## src/rtl/bsg_cover_arb_pkg.sv

```systemverilog
// bsg_cover_arb_pkg: shared state encoding for the coverage drain arbiter
package bsg_cover_arb_pkg;
  typedef enum logic [2:0] {IDLE, GRANT, FL_PULSE, FL_WAIT, FL_GRANT} bsg_cover_arb_state_e;
endpackage

```

## src/rtl/bsg_cover_rr_pick.sv

```systemverilog
// bsg_cover_rr_pick: first set request at or after ptr, wrapping around
module bsg_cover_rr_pick
  import bsg_cover_arb_pkg::*;
#(
  parameter int num_p = 4,
  parameter int lg_p  = (num_p > 1) ? $clog2(num_p) : 1
) (
  input  logic [num_p-1:0] req,
  input  logic [lg_p-1:0]  ptr,
  output logic [lg_p-1:0]  idx,
  output logic             v
);
  logic [lg_p-1:0] j;
  // scan from farthest to nearest so the closest request after ptr wins
  always_comb begin
    idx = '0;
    j   = '0;
    v   = |req;
    for (int i = num_p - 1; i >= 0; i--) begin
      j = lg_p'((int'(ptr) + i) % num_p);
      if (req[j]) idx = j;
    end
  end
endmodule

```

## src/rtl/bsg_cover_drain_arbiter.sv

```systemverilog
// bsg_cover_drain_arbiter: round-robin owner of the coverage stream with a host flush walk
module bsg_cover_drain_arbiter
  import bsg_cover_arb_pkg::*;
#(
  parameter  int num_covers_p = 4,
  parameter  int width_p      = 64,
  localparam int lg_covers_lp = (num_covers_p > 1) ? $clog2(num_covers_p) : 1
) (
  input  logic                            ds_clk_i,
  input  logic                            ds_reset_n_i,
  input  logic [num_covers_p-1:0]         cov_gate_i,
  input  logic [num_covers_p-1:0]         cov_v_i,
  input  logic [num_covers_p-1:0]         cov_idx_v_i,
  input  logic [num_covers_p*width_p-1:0] cov_data_i,
  output logic [num_covers_p-1:0]         cov_ready_o,
  output logic [num_covers_p-1:0]         cov_drain_o,
  input  logic                            drain_req_i,
  output logic                            drain_done_o,
  output logic                            busy_o,
  output logic [lg_covers_lp-1:0]         grant_o,
  output logic                            v_o,
  output logic                            idx_v_o,
  output logic [width_p-1:0]              data_o,
  input  logic                            ready_i
);
  localparam logic [lg_covers_lp-1:0] last_lp = lg_covers_lp'(num_covers_p - 1);
  bsg_cover_arb_state_e state_r, state_n;
  logic [lg_covers_lp-1:0] grant_r, grant_n, rr_ptr_r, rr_ptr_n, fl_ptr_r, fl_ptr_n, pick_idx;
  logic flush_pend_r, flush_pend_n, pick_v, routed, in_flush;

  function automatic logic [lg_covers_lp-1:0] wrap_inc(input logic [lg_covers_lp-1:0] p);
    return (p == last_lp) ? '0 : p + 1'b1;
  endfunction

  bsg_cover_rr_pick #(.num_p(num_covers_p), .lg_p(lg_covers_lp)) pick (
    .req(cov_gate_i),
    .ptr(rr_ptr_r),
    .idx(pick_idx),
    .v  (pick_v)
  );

  assign routed       = (state_r == GRANT) || (state_r == FL_GRANT);
  assign in_flush     = (state_r == FL_PULSE) || (state_r == FL_WAIT) || (state_r == FL_GRANT);
  assign v_o          = routed & cov_v_i[grant_r];
  assign idx_v_o      = routed & cov_idx_v_i[grant_r];
  assign data_o       = routed ? cov_data_i[grant_r*width_p +: width_p] : '0;
  assign cov_ready_o  = (routed && ready_i) ? num_covers_p'(1) << grant_r : '0;
  assign busy_o       = (state_r != IDLE) || flush_pend_r;
  assign grant_o      = grant_r;

  // next-state, pointer updates, drain pulses and flush bookkeeping
  always_comb begin
    state_n      = state_r;
    grant_n      = grant_r;
    rr_ptr_n     = rr_ptr_r;
    fl_ptr_n     = fl_ptr_r;
    flush_pend_n = flush_pend_r;
    cov_drain_o  = '0;
    drain_done_o = 1'b0;
    case (state_r)
      IDLE:
        if (flush_pend_r) begin
          state_n      = FL_PULSE;
          fl_ptr_n     = '0;
          flush_pend_n = 1'b0;
        end else if (pick_v) begin
          state_n = GRANT;
          grant_n = pick_idx;
        end
      GRANT:
        if (!cov_gate_i[grant_r]) begin
          state_n  = IDLE;
          rr_ptr_n = wrap_inc(grant_r);
        end
      FL_PULSE: begin
        cov_drain_o[fl_ptr_r] = 1'b1;
        state_n               = FL_WAIT;
      end
      FL_WAIT:
        if (cov_gate_i[fl_ptr_r]) begin
          grant_n = fl_ptr_r;
          state_n = FL_GRANT;
        end
      FL_GRANT:
        if (!cov_gate_i[grant_r]) begin
          fl_ptr_n     = wrap_inc(fl_ptr_r);
          drain_done_o = (fl_ptr_r == last_lp);
          state_n      = (fl_ptr_r == last_lp) ? IDLE : FL_PULSE;
        end
      default: state_n = IDLE;
    endcase
    if (drain_req_i && !in_flush && !flush_pend_r) flush_pend_n = 1'b1;
  end

  // state and pointer registers
  always_ff @(posedge ds_clk_i or negedge ds_reset_n_i) begin
    if (!ds_reset_n_i) begin
      state_r      <= IDLE;
      grant_r      <= '0;
      rr_ptr_r     <= '0;
      fl_ptr_r     <= '0;
      flush_pend_r <= 1'b0;
    end else begin
      state_r      <= state_n;
      grant_r      <= grant_n;
      rr_ptr_r     <= rr_ptr_n;
      fl_ptr_r     <= fl_ptr_n;
      flush_pend_r <= flush_pend_n;
    end
  end
endmodule

```

## config.mk

```make
export PLATFORM = sky130hd
export DESIGN_NAME = bsg_cover_drain_arbiter
export DESIGN_NICKNAME = d
export VERILOG_FILES = /design/src/rtl/bsg_cover_arb_pkg.sv /design/src/rtl/bsg_cover_rr_pick.sv /design/src/rtl/bsg_cover_drain_arbiter.sv
export SDC_FILE = /design/constraint.sdc
export NUM_CORES = 1
export LEC_CHECK = 0
export BUFFER_PORTS_ARGS = -buffer_cell sky130_fd_sc_hd__buf_2
export CORE_AREA = 3 3 135 137
export CTS_BUF_LIST = sky130_fd_sc_hd__clkbuf_8 sky130_fd_sc_hd__clkbuf_16
export DETAILED_ROUTE_END_ITERATION = 10
export DIE_AREA = 0 0 138 140
export SYNTH_ARGS = -nofsm -noshare
export SYNTH_HDL_FRONTEND = slang
export SYNTH_SLANG_ARGS = --single-unit
```

## constraint.sdc

```tcl
create_clock -name ds_clk_i -period 2.22 [get_ports ds_clk_i]
set_input_delay 0.222 -clock ds_clk_i [delete_from_list [all_inputs] [get_ports ds_clk_i]]
set_output_delay 0.222 -clock ds_clk_i [all_outputs]
set_load 0.02 [all_outputs]
```

**Yosys cells after proc, flatten, opt, wreduce, memory -nomap -nowiden**

Index checks and enable logic that the tools add are counted.

- RAM bits: 0
- Memories kept: 0
- Latch bits: 0
- Word-level logic and storage cells: 100
- Flip-flop bits (word level): 10
- Memory bits (read-only): 0

- Divide/modulo/power cells: 0
- Muxes and demuxes: 45
- Add/subtract/negate cells: 5
- Reduce and logical (&&, ||, !) cells: 20
- Multiply operators: 0
- Magnitude comparators: 7
- Eq/ne operators: 13
- Shifts and indexed selects: 2
- Bitwise gates (word level): 3

Operator list:

| cell | number |
|---|---|
| 256-bit by 9-bit variable part select with 64-bit output | 1 |
| 64-bit 2-to-1 mux | 1 |
| 2-bit 2-to-1 mux | 12 |
| 2-bit by 3-bit < comparator with 1-bit output (second input constant) | 6 |
| 1-bit binary-select mux with 2-bit select | 8 |
| 3-bit 2-to-1 mux | 5 |
| 3-bit one-hot mux with 5 select lines | 1 |
| 1-bit 2-to-1 mux | 13 |
| 4-bit 2-to-1 mux | 2 |
| 2-bit inequality test (second input constant) | 4 |
| 2-bit one-hot mux with 2 select lines | 2 |
| 4-bit AND reduction | 2 |
| 2-bit by 1-bit adder with 2-bit output (second input constant) | 3 |
| 3-bit by 2-bit == test with 1-bit output (second input constant) | 2 |
| 2-bit nonzero test | 3 |
| 2-bit adder (second input constant) | 2 |
| 2-bit == test (second input constant) | 2 |
| 1-bit logical AND | 4 |
| 1-bit logical OR | 4 |
| 2-bit by 1-bit inequality test with 1-bit output (second input constant) | 2 |
| 4-bit OR reduction | 1 |
| 1-bit by 2-bit left shift with 4-bit output (first input constant) | 1 |
| 3-bit by 1-bit == test with 1-bit output (second input constant) | 1 |
| 3-bit == test (second input constant) | 1 |
| other kinds (10) | 12 |

**Logic depth before layout (Yosys ltp)**

- Depth in word-level cells: 10
- Depth in mapped cells: 6
- Gate-level depth less buffers: 4

**Cells and area by module**

From an unflattened synthesis, not the netlist that was laid out.

- Cell total of the unflattened synthesis: 246
- Area, all modules: 2,862.7 um^2

Modules (own cells, without submodules):

| module | times used | cells an instance | area an instance (um^2) | sequential area each (um^2) |
|---|---|---|---|---|
| bsg_cover_drain_arbiter | 1 | 233 | 2,785.2 | 250.2 |
| bsg_cover_rr_pick | 1 | 13 | 77.6 | 0.0 |

**Worst setup path after synthesis**

No wires, ideal clock.

- Path kind: register -> output
- From: reg grant_r[0], in the netlist grant_o[0]
- To: out data_o[56]
- Arrival time: 1,888 ps
- Stages on the path, launching flop included: 6
- Setup slack: 110 ps
- Required time: 1,998 ps
- Path through: dfrtp_1 -> buf_2 -> buf_4 -> buf_2 -> mux4_2 -> and2_1

- Longest elaborated chain between the ends: 2

Ends and longest elaborated chain:

| item | RTL line | source |
|---|---|---|
| start, declared | bsg_cover_drain_arbiter.sv:28 | `logic [lg_covers_lp-1:0] grant_r, grant_n, rr_ptr_r, rr_ptr_n, fl_ptr_r, fl_ptr_n, pick_idx;` |
| start signal, assigned | bsg_cover_drain_arbiter.sv:105 | `grant_r <= grant_n;` |
| 256-bit by 9-bit variable part select with 64-bit output | bsg_cover_drain_arbiter.sv:46 | `assign data_o = routed ? cov_data_i[grant_r*width_p +: width_p] : '0;` |
| 64-bit 2-to-1 mux | bsg_cover_drain_arbiter.sv:46 |  |
| end, declared | bsg_cover_drain_arbiter.sv:23 | `output logic [width_p-1:0] data_o,` |

Every way passes these cells.

**Final worst setup path**

- From: reg grant_r[0], in the netlist grant_o[0]
- To: out data_o[35]

The elaborated chain is that of the path after synthesis.

==> results_dict.tcl <==
set metrics [dict create \
    status "finished clean" \
    die_h_um 140 \
    critical_path.n_buffers_inverters 2 \
    max_slew_margin 0.672 \
    max_cap_viol_count 0 \
    seq_area_frac_synth 0.0880 \
    antenna_found_initial 8 \
    critical_path.cell_chain "buf_12, mux4_2, and2_1, buf_2" \
    port-buffer-count 349 \
    die_area_um2 19300 \
    power_frac_comb 0.869 \
    worst-r2r-setup-slack_ns 0.38 \
    postcts_setup_bufs 0 \
    net-switching-power_mw 3.12 \
    grt_pass1_wl_mm 23.0 \
    global_route.usage.total 0.149 \
    clock-root-buffer "clkbuf_16" \
    syn-num-nets 523 \
    grt_setup_unrepaired "false" \
    synth.top_cells.by_area "mux4_2 (54%), and2_1 (15%), dfrtp_1 (8.8%), ha_1 (3.5%), clkbuf_1 (1.8%)" \
    yosysTopAreaCellShare 0.538 \
    pre_cts_slack_ns 0.341 \
    synthesis.area_um2 2840 \
    worstSetupEndpoint "data_o[35]" \
    boundaryPins 350 \
    cts.reportedPaths.clkPinSlew_ns 0.04 \
    vias_in_the_first_global_route 3822 \
    power_density_nw_per_um2 1240 \
    setup_tns_ns 0 \
    cts_resized 0 \
    clkLatencyLatePin_ns 0.24 \
    first_pass_iters 4 \
    cp_data_arrival_time_ns 1.90 \
    worstPathMaxFanout 38 \
    synth_edf_count 0 \
    synth_top_flop_cell "dfrtp_1" \
    vias 3694 \
    total_leakage_power_nw 2.55 \
    count_of_standard_cell_rows 48 \
    hpwlAfterDp_mm 13.1 \
    setup.worst_path.start_class "register" \
    setup_viol 0 \
    vias_per_cell 4.58 \
    power_frac_seq 0.074 \
    clock_skew_ns 0.00234 \
    ctsHoldBuffers 1 \
    tritoncts "built" \
    antenna_violating_nets_left 0 \
    shortest_clock_period_the_worst_path_allows_after_layout_ns 2.12 \
    timing_worst_setup_path_type "reg2out" \
    global_route.overflow_total 0 \
    synth_async_sr_flop_share 1.00 \
    final_core_util 0.289 \
    floorplan.core_area_um2 17200 \
    wl_per_instance_um 19.1 \
    clkPwrFrac 0.058 \
    initialDrtViolationCount 210 \
    syn_avg_cell_area_um2 11.7 \
    reg2reg_depth 3 \
    grt_max_degree 72 \
    cell_internal_pwr_mw 3.03 \
    postRouteWirelength_mm 15.4 \
    tritoncts_num_sinks 10 \
    yosysTopAreaCell "mux4_2" \
    chipWidth_um 138 \
    cts_buffers 3 \
    synth.yosys.warnings 0 \
    hold_violations 0 \
    yosys-top-cells-count "and2_1 (70), mux4_2 (68), clkbuf_1 (14)" \
    drc 0 \
    class_of_the_worst_hold_path "in2reg" \
    gpl.final_weighted_congestion 0.884 \
    reg_to_reg_critical_path_startpoint "grant_o[1]" \
    max_stage_delay_ns 0.55 \
    critical_path.slowest_cell "mux4_2" \
    cts_max_level 1 \
    fraction_of_final_layout_cells_with_drive_strength_greater_than_1 0.754 \
    clk_path_buf_depth 2 \
    netSwitchingFraction 0.507 \
    worst_slack_ns 0.102 \
    portion_of_the_clock_cycle_consumed_by_the_worst_path_in_the_final_layout 0.954 \
    cp-startpoint "grant_o[0]" \
    fmax_mhz 472 \
    critical_path_depth 4 \
    floorplan.initialDensity 0.166 \
    yosys.cell_types.count 34 \
    synth.most_common_cell "and2_1" \
    r2r_end "rr_ptr_r[1]" \
    worst-slew-pin-transition_ns 0.492 \
    critical_path.endpoint_type "output pin" \
    flow.area_growth_from_synthesis_pct 74.4 \
    worstPathRequired_ns 2.00 \
    critical_path_s_top_delay_family "multiplexers" \
    vdd_ir_drop_max_uv 682 \
    drv_slew 0 \
    num-nets-final 858 \
    netlist_instances 243 \
    synth.ff_latch_count 10 \
]
cells by family after synthesis:
| family | Yosys count | synth area share |
|---|---|---|
| simple gates | 100 | 0.217 |
| mux | 72 | 0.554 |
| buf+inv | 32 | 0.0502 |
| compound gates | 19 | 0.0493 |
| flops | 10 | 0.0880 |
| fa+ha+maj | 8 | 0.0352 |
| xor+xnor | 2 | 0.00616 |
power by group through the flow:
| stage | Clock [mW] | Sequential [mW] | Combinational (mW) |
|---|---|---|---|
| after CTS | 0.365 | 0.452 | 5.43 |
| after global routing | 0.377 | 0.475 | 5.79 |
| after global placement | 0 | 0.455 | 5.37 |
| after floorplan | 0 | 0.373 | 3.82 |
| final | 0.356 | 0.453 | 5.35 |
| after detailed placement | 0 | 0.456 | 5.38 |
state kept, by name, summed over array words and instances (netlist names):
signal        count
flush_pend_r      1
fl_ptr_r          2
state_r           3
grant_o           2
rr_ptr_r          2
placed cells by master, fill, tap and decap left out, drive strengths merged, types with 2 or more instances in the layout:
| cell type | instances |
|---|---|
| and3 | 5 |
| ha | 8 |
| buf | 355 |
| and2 | 70 |
| a32o | 2 |
| a22o | 4 |
| mux4 | 68 |
| a21boi | 2 |
| o21ai | 2 |
| nor2 | 9 |
| inv | 6 |
| clkbuf | 4 |
| dfrtp | 10 |
| nand2 | 5 |
| mux2 | 3 |
| diode | 4 |
| nand2b | 5 |
| a21oi | 4 |
worst min path at each step:
stage	startpoint	endpoint	slack, ns	cells past startpoint
after floorplan	ds_reset_n_i	fl_ptr_r[0]	-0.07	0
after global placement	ds_reset_n_i	flush_pend_r	0.11	1
after detailed placement	ds_reset_n_i	rr_ptr_r[1]	0.11	1
after CTS	drain_req_i	flush_pend_r	0.26	3
after global routing	drain_req_i	flush_pend_r	0.30	3
final	drain_req_i	flush_pend_r	0.26	3
stage by stage:
step | power, mW | area, um^2 | hold slack [ns] | instances
3_3_place_gp | 5.83 | 4850 | 0.105 | 797
6_report | 6.16 | 4960 | 0.263 | 806
5_1_grt | 6.64 | 4950 | 0.304 | 804
2_1_floorplan | 4.20 | 2840 | -0.0736 | 243
3_5_place_dp | 5.84 | 4850 | 0.105 | 797
4_1_cts | 6.24 | 4950 | 0.265 | 802
layer usage:
metal / routed length, um / global-route usage / up-vias
li1: - / - / 1632
met1: 5990 / 0.190 / 1806
met2: 7600 / 0.240 / 214
met3: 1340 / 0.0464 / 36
met4: 412 / 0.0499 / 6
met5: 37 / 0 / -
worst min-delay path, delay by kind of cell:
family	cells	cell delay (ns)
AO/OA/AOI/OAI	2	0.16
buffers and inverters	1	0.08
area by class of cell:
cell class | count | area, um^2
multi-input combinational | 201 | 2460
sequential | 10 | 258
tap | 225 | 282
antenna | 4 | 10.0
timing repair buffer | 356 | 1840
clock buffer | 4 | 88.8
fill | 1858 | 12200
inverter | 6 | 22.5
(Power assumes the default switching activity.)
